## config.mk

```make
export PLATFORM = sky130hd
export DESIGN_NAME = core_issue_ctrl
export DESIGN_NICKNAME = d
export VERILOG_FILES = /design/src/rtl/core_issue_ctrl.sv
export SDC_FILE = /design/constraint.sdc
export NUM_CORES = 1
export LEC_CHECK = 0
export CORE_UTILIZATION = 44
export CTS_BUF_LIST = sky130_fd_sc_hd__clkbuf_8 sky130_fd_sc_hd__clkbuf_16
export CTS_CLUSTER_SIZE = 28
export DETAILED_ROUTE_END_ITERATION = 10
export PLACE_DENSITY = 0.69
export SLEW_MARGIN = 40
export SYNTH_ARGS = -nofsm -noshare
export SYNTH_HDL_FRONTEND = slang
export SYNTH_SLANG_ARGS = --single-unit
```

## constraint.sdc

```tcl
create_clock -name clk -period 6.9 [get_ports clk]
set_input_delay 1.38 -clock clk [delete_from_list [all_inputs] [get_ports clk]]
set_output_delay 1.38 -clock clk [all_outputs]
set_load 0.05 [all_outputs]
```

## src/rtl/core_issue_ctrl.sv

```systemverilog
`default_nettype none
// ============================================================================
// Module  : core_issue_ctrl
// Brief   : Operand FIFO and pulse-protocol issue/capture controller for one
//           core, with a watchdog that substitutes a marker word on timeout.
// Revision: 1.0 - initial release
// ============================================================================
module core_issue_ctrl #(
   parameter int          DEPTH        = 4,
   parameter int          TIMEOUT      = 16,
   parameter logic [31:0] TIMEOUT_WORD = 32'hDEAD_BEEF
) (
   input  logic                     clk,
   input  logic                     reset_n,
   input  logic [31:0]              in_data,
   input  logic                     in_valid,
   output logic                     in_ready,
   output logic [31:0]              core_data_in,
   output logic                     core_valid_in,
   input  logic [31:0]              core_data_out,
   input  logic                     core_valid_out,
   output logic [31:0]              res_data,
   output logic                     res_valid,
   input  logic                     res_ready,
   output logic                     res_timeout,
   output logic                     busy,
   output logic [$clog2(DEPTH):0]   fifo_count,
   output logic                     err_stray
);

   localparam int c_PTR_W = $clog2(DEPTH);
   localparam int c_CNT_W = c_PTR_W + 1;
   localparam int c_WD_W  = $clog2(TIMEOUT + 1);
   localparam logic [c_CNT_W-1:0] c_FULL    = c_CNT_W'(DEPTH);
   localparam logic [c_WD_W-1:0]  c_WD_LAST = c_WD_W'(TIMEOUT - 1);

   typedef enum logic [1:0] {
      S_IDLE  = 2'd0,
      S_ISSUE = 2'd1,
      S_WAIT  = 2'd2,
      S_OUT   = 2'd3
   } state_t;

   state_t              r_state;
   state_t              w_next;
   logic [31:0]         r_mem [DEPTH];
   logic [c_PTR_W-1:0]  r_wr_ptr;
   logic [c_PTR_W-1:0]  r_rd_ptr;
   logic [c_CNT_W-1:0]  r_count;
   logic [c_WD_W-1:0]   r_wdog;
   logic [31:0]         r_op;
   logic [31:0]         r_res;
   logic                r_res_to;
   logic                r_err;
   logic                w_push;
   logic                w_pop;
   logic                w_issue;
   logic                w_cap;
   logic                w_tmo;
   logic                w_res_valid;

   // Ready comes from the registered count, so a full FIFO never accepts.
   assign in_ready = (r_count != c_FULL);
   assign w_push   = in_valid && in_ready;

   always_comb begin
      w_next      = r_state;
      w_pop       = 1'b0;
      w_issue     = 1'b0;
      w_cap       = 1'b0;
      w_tmo       = 1'b0;
      w_res_valid = 1'b0;
      case (r_state)
         S_IDLE: begin
            if (r_count != '0) begin
               w_pop  = 1'b1;
               w_next = S_ISSUE;
            end
         end
         S_ISSUE: begin
            w_issue = 1'b1;
            w_next  = S_WAIT;
         end
         S_WAIT: begin
            // A pulse in the final watchdog cycle still beats the timeout.
            if (core_valid_out) begin
               w_cap  = 1'b1;
               w_next = S_OUT;
            end else if (r_wdog == c_WD_LAST) begin
               w_tmo  = 1'b1;
               w_next = S_OUT;
            end
         end
         S_OUT: begin
            w_res_valid = 1'b1;
            if (res_ready) begin
               w_next = S_IDLE;
            end
         end
         default: w_next = S_IDLE;
      endcase
   end

   always_ff @(posedge clk or negedge reset_n) begin
      if (!reset_n) begin
         r_state <= S_IDLE;
      end else begin
         r_state <= w_next;
      end
   end

   always_ff @(posedge clk or negedge reset_n) begin
      if (!reset_n) begin
         r_wr_ptr <= '0;
         r_rd_ptr <= '0;
         r_count  <= '0;
         r_wdog   <= '0;
         r_op     <= '0;
         r_res    <= '0;
         r_res_to <= 1'b0;
         r_err    <= 1'b0;
      end else begin
         if (w_push) begin
            r_wr_ptr <= r_wr_ptr + c_PTR_W'(1);
         end
         if (w_pop) begin
            r_rd_ptr <= r_rd_ptr + c_PTR_W'(1);
            r_op     <= r_mem[r_rd_ptr];
         end
         case ({w_push, w_pop})
            2'b10:   r_count <= r_count + c_CNT_W'(1);
            2'b01:   r_count <= r_count - c_CNT_W'(1);
            default: r_count <= r_count;
         endcase
         if (w_issue) begin
            r_wdog <= '0;
         end else if (r_state == S_WAIT) begin
            r_wdog <= r_wdog + c_WD_W'(1);
         end
         if (w_cap) begin
            r_res    <= core_data_out;
            r_res_to <= 1'b0;
         end else if (w_tmo) begin
            r_res    <= TIMEOUT_WORD;
            r_res_to <= 1'b1;
         end
         if (core_valid_out && (r_state != S_WAIT)) begin
            r_err <= 1'b1;
         end
      end
   end

   // Storage needs no reset: occupancy is tracked by the pointers and count.
   always_ff @(posedge clk) begin
      if (w_push) begin
         r_mem[r_wr_ptr] <= in_data;
      end
   end

   assign core_data_in  = r_op;
   assign core_valid_in = w_issue;
   assign res_data      = r_res;
   assign res_timeout   = r_res_to;
   assign res_valid     = w_res_valid;
   assign fifo_count    = r_count;
   assign err_stray     = r_err;
   assign busy          = (r_state != S_IDLE) || (r_count != '0);

endmodule
`default_nettype wire

```

==> flow_metrics.tcl <==
set metrics [dict create \
    status "finished clean" \
    dr.pass1.iters 4 \
    start_util 0.4529 \
    syn_inst 464 \
    grt_pass1_wl_mm 24.27 \
    cts_resized 0 \
    ys_types 38 \
    synth_xor_area_frac 0.006686 \
    layout_common_cells "140 x clkdlybuf4s50_1, 128 x edfxtp_1, 102 x nand2_1" \
    clockRootBuffer "clkbuf_16" \
    min_path_cells 2 \
    final.setup.tns_ps 0 \
    core_sq_mm 0.01736 \
    peakVddDrop_mv 0.2907 \
    crit_required_ps 5520 \
    layout_commonest_cell "clkdlybuf4s50_1" \
    end_kind "output port" \
    relSlewSlack 0.4540 \
    cp_slowest_stage_delay_ps 830 \
    synth_fa_ha_area_frac 0.02165 \
    num_vias 4363 \
    ys_seq_area_frac 0.7437 \
    yosysTopAreaCellShare 0.4890 \
    r2r_cells 11 \
    yosys.area_share.simple 0.06511 \
    cts_tree "yes" \
    layout-drive-gt1-share 0.1324 \
    hpwl_mm 9.581 \
    synth_seq_cells 208 \
    grt_max_degree 81 \
    clkTransAtPathRegs_ps 60 \
    yosysWarnings 0 \
    gp_congestion 0.7566 \
    finalPower_mw 5.200 \
    ys_top_cells_by_area "edfxtp_1 49%, dfrtp_1 25%, mux4_2 9.2%, nand2_1 4.9%, o22a_1 2.7%" \
    place_ws_ps 3648 \
    tightest_slew_ps 819.0 \
    rows 48 \
    setup_ws_ps 3340 \
    syn_nets 546 \
    grt_pass1_vias 4546 \
    worstHoldStart "core_data_in[30]$_DFFE_PN0P_" \
    synth_mux_area_frac 0.09885 \
    drv_slew 0 \
    via_per_inst 5.121 \
    wl_per_cell_microns 17.98 \
    diodes 0 \
    drt_iter0_drc 226 \
    synth_area_leader_cell "edfxtp_1" \
    cp_cell_sequence "inv_1 > ha_1 > nand2_1 > clkdlybuf4s50_1" \
    cp-start-kind "flop" \
    postSynthAreaPerCell_sq_um 16.94 \
    p_leak_nw 3.900 \
    setup_viol 0 \
    overflow 0 \
    fillerInstances 1299 \
    maxCapViolCount 0 \
    crit_family "buffers and inverters" \
    finalCritPeriodShare 0.5160 \
    r2r-end "fifo_count[2]$_DFFE_PN0P_" \
    cts.sink_count 208 \
    fin_crit_ps 3560 \
    cts_setup_buffers 0 \
    antenna_found_initial 1 \
    dieWidth_microns 135.7 \
    drc 0 \
    ios 142 \
    power_density_mw_per_mm2 509.4 \
    regToRegSetupSlack_ps 3910 \
    max_clock_freq_ghz 0.2809 \
    port_buffers 141 \
    layout.nets 694 \
    crit_path_max_fanout 4 \
    cp.buffers_inverters 2 \
    critical_path_arrival_ps 2180 \
    rsz0062_at_grt "false" \
    synth.cell_area_sq_mm 0.007860 \
    die_y_microns 135.7 \
    hold_class "reg2reg" \
    dieArea_sq_mm 0.01840 \
    cts_made_buffers 22 \
    whs_endpoint "core_data_in[30]$_DFFE_PN0P_" \
    whs_ps 476.0 \
    r2r-start "r_state[0]$_DFFE_PN0P_" \
    clk_latency_ps 500 \
    drtAntennaViolNets 0 \
    synth_compound_area_frac 0.04569 \
    wirelength_mm 15.32 \
    final_hold_viol_count 0 \
    clock_path_buffers 3 \
    cts_hold_buf 0 \
    cts_max_level 1 \
    critical-path-slowest-cell "clkdlybuf4s50_1" \
    path_class "reg2out" \
    synth_top_family_by_area "multiplexers" \
    track_usage 0.1724 \
    area_delta_synth_final_pct 29.88 \
    skew_ps 9.687 \
]
==> worst min-delay path, stage by stage (launching register included) <==
cell     delay [ps]
dfrtp_1         340
nand2_1          50
nand2_1          60
==> how the worst max path moves through the flow <==
stage / from / end / slack (ps) / cells past startpoint
6_report: r_state[0]$_DFFE_PN0P_ / busy / 3340 / 4
3_5_place_dp: in_valid / fifo_count[2]$_DFFE_PN0P_ / 3650 / 9
4_1_cts: r_state[0]$_DFFE_PN0P_ / busy / 3340 / 4
3_3_place_gp: in_valid / fifo_count[2]$_DFFE_PN0P_ / 3770 / 9
5_1_grt: r_state[0]$_DFFE_PN0P_ / busy / 3240 / 4
2_1_floorplan: fifo_count[2]$_DFFE_PN0P_ / in_ready / 4270 / 1
==> cell type report <==
cell class	instances	area, sq um	share of cell area
Clock buffer	26	616.8	0.06042
Clock inverter	13	86.33	0.008457
Inverter	14	52.55	0.005148
Multi-Input combinational cell	222	1886	0.1847
Sequential cell	208	5848	0.5729
Tap cell	225	281.5	0.02758
Timing Repair Buffer	144	1438	0.1408
==> power breakdown <==
part / switching [mW] / leakage [nW] / internal, mW
registers: 0.217 / 2.12 / 1.72
logic: 1.34 / 1.43 / 0.813
clock network: 0.463 / 0.350 / 0.642
total: 2.02 / 3.90 / 3.18
==> through the flow <==
stage	utilization	cell area, sq um	instances
3_3_place_gp	0.5464	9484	813
6_report	0.5882	10210	852
4_1_cts	0.5880	10210	852
3_5_place_dp	0.5475	9503	813
2_1_floorplan	-	7860	464
5_1_grt	0.5882	10210	852
==> registers in the layout, summed over array words and instances, names as in the netlist <==
signal        cells
r_mem           128
core_data_in     32
res_data         32
r_wdog            5
fifo_count        3
r_rd_ptr          2
r_state           2
r_wr_ptr          2
err_stray         1
res_timeout       1
==> cells in the mapped netlist <==
| master | n |
|---|---|
| inv_2 | 1 |
| ha_1 | 12 |
| o21ai_1 | 1 |
| buf_4 | 3 |
| mux2i_1 | 3 |
| nor3b_1 | 1 |
| nand3b_1 | 1 |
| o31ai_4 | 1 |
| nand3_1 | 1 |
| o22ai_1 | 1 |
| nor2b_1 | 1 |
| a22o_1 | 8 |
| and2_1 | 1 |
| xnor2_1 | 4 |
| buf_1 | 1 |
| edfxtp_1 | 128 |
| nor2_1 | 6 |
| xor2_1 | 2 |
| inv_1 | 13 |
| and3_1 | 1 |
| dfrtp_1 | 80 |
| a21o_1 | 1 |
| mux2_2 | 1 |
| nand2_1 | 102 |
| o22a_1 | 24 |
| buf_2 | 4 |
| and3_2 | 4 |
| a221oi_1 | 1 |
| nor3_1 | 1 |
| mux4_2 | 32 |
| a21oi_1 | 1 |
| clkbuf_1 | 12 |
| or3b_4 | 1 |
| o21ai_0 | 5 |
| mux2_4 | 1 |
| and2_4 | 1 |
| nand2b_1 | 2 |
| fa_1 | 1 |
==> metal layers <==
layer,GRT usage,wire length (microns)
met1,0.2245,6643
met2,0.2891,7190
met3,0.03629,1128
met4,0.05431,347
met5,0,13
==> cell families (layout without fill, tap and decap cells) <==
family | count (synthesis) | in the layout
muxes | 37 | 37
DFF | 208 | 208
xor gates and xnor gates | 6 | 6
and+or+nand+nor | 123 | 123
adders and majority gates | 13 | 13
AOI/OAI and AO/OA | 43 | 43
buffers and inverters | 34 | 197
(Power assumes the default switching activity.)
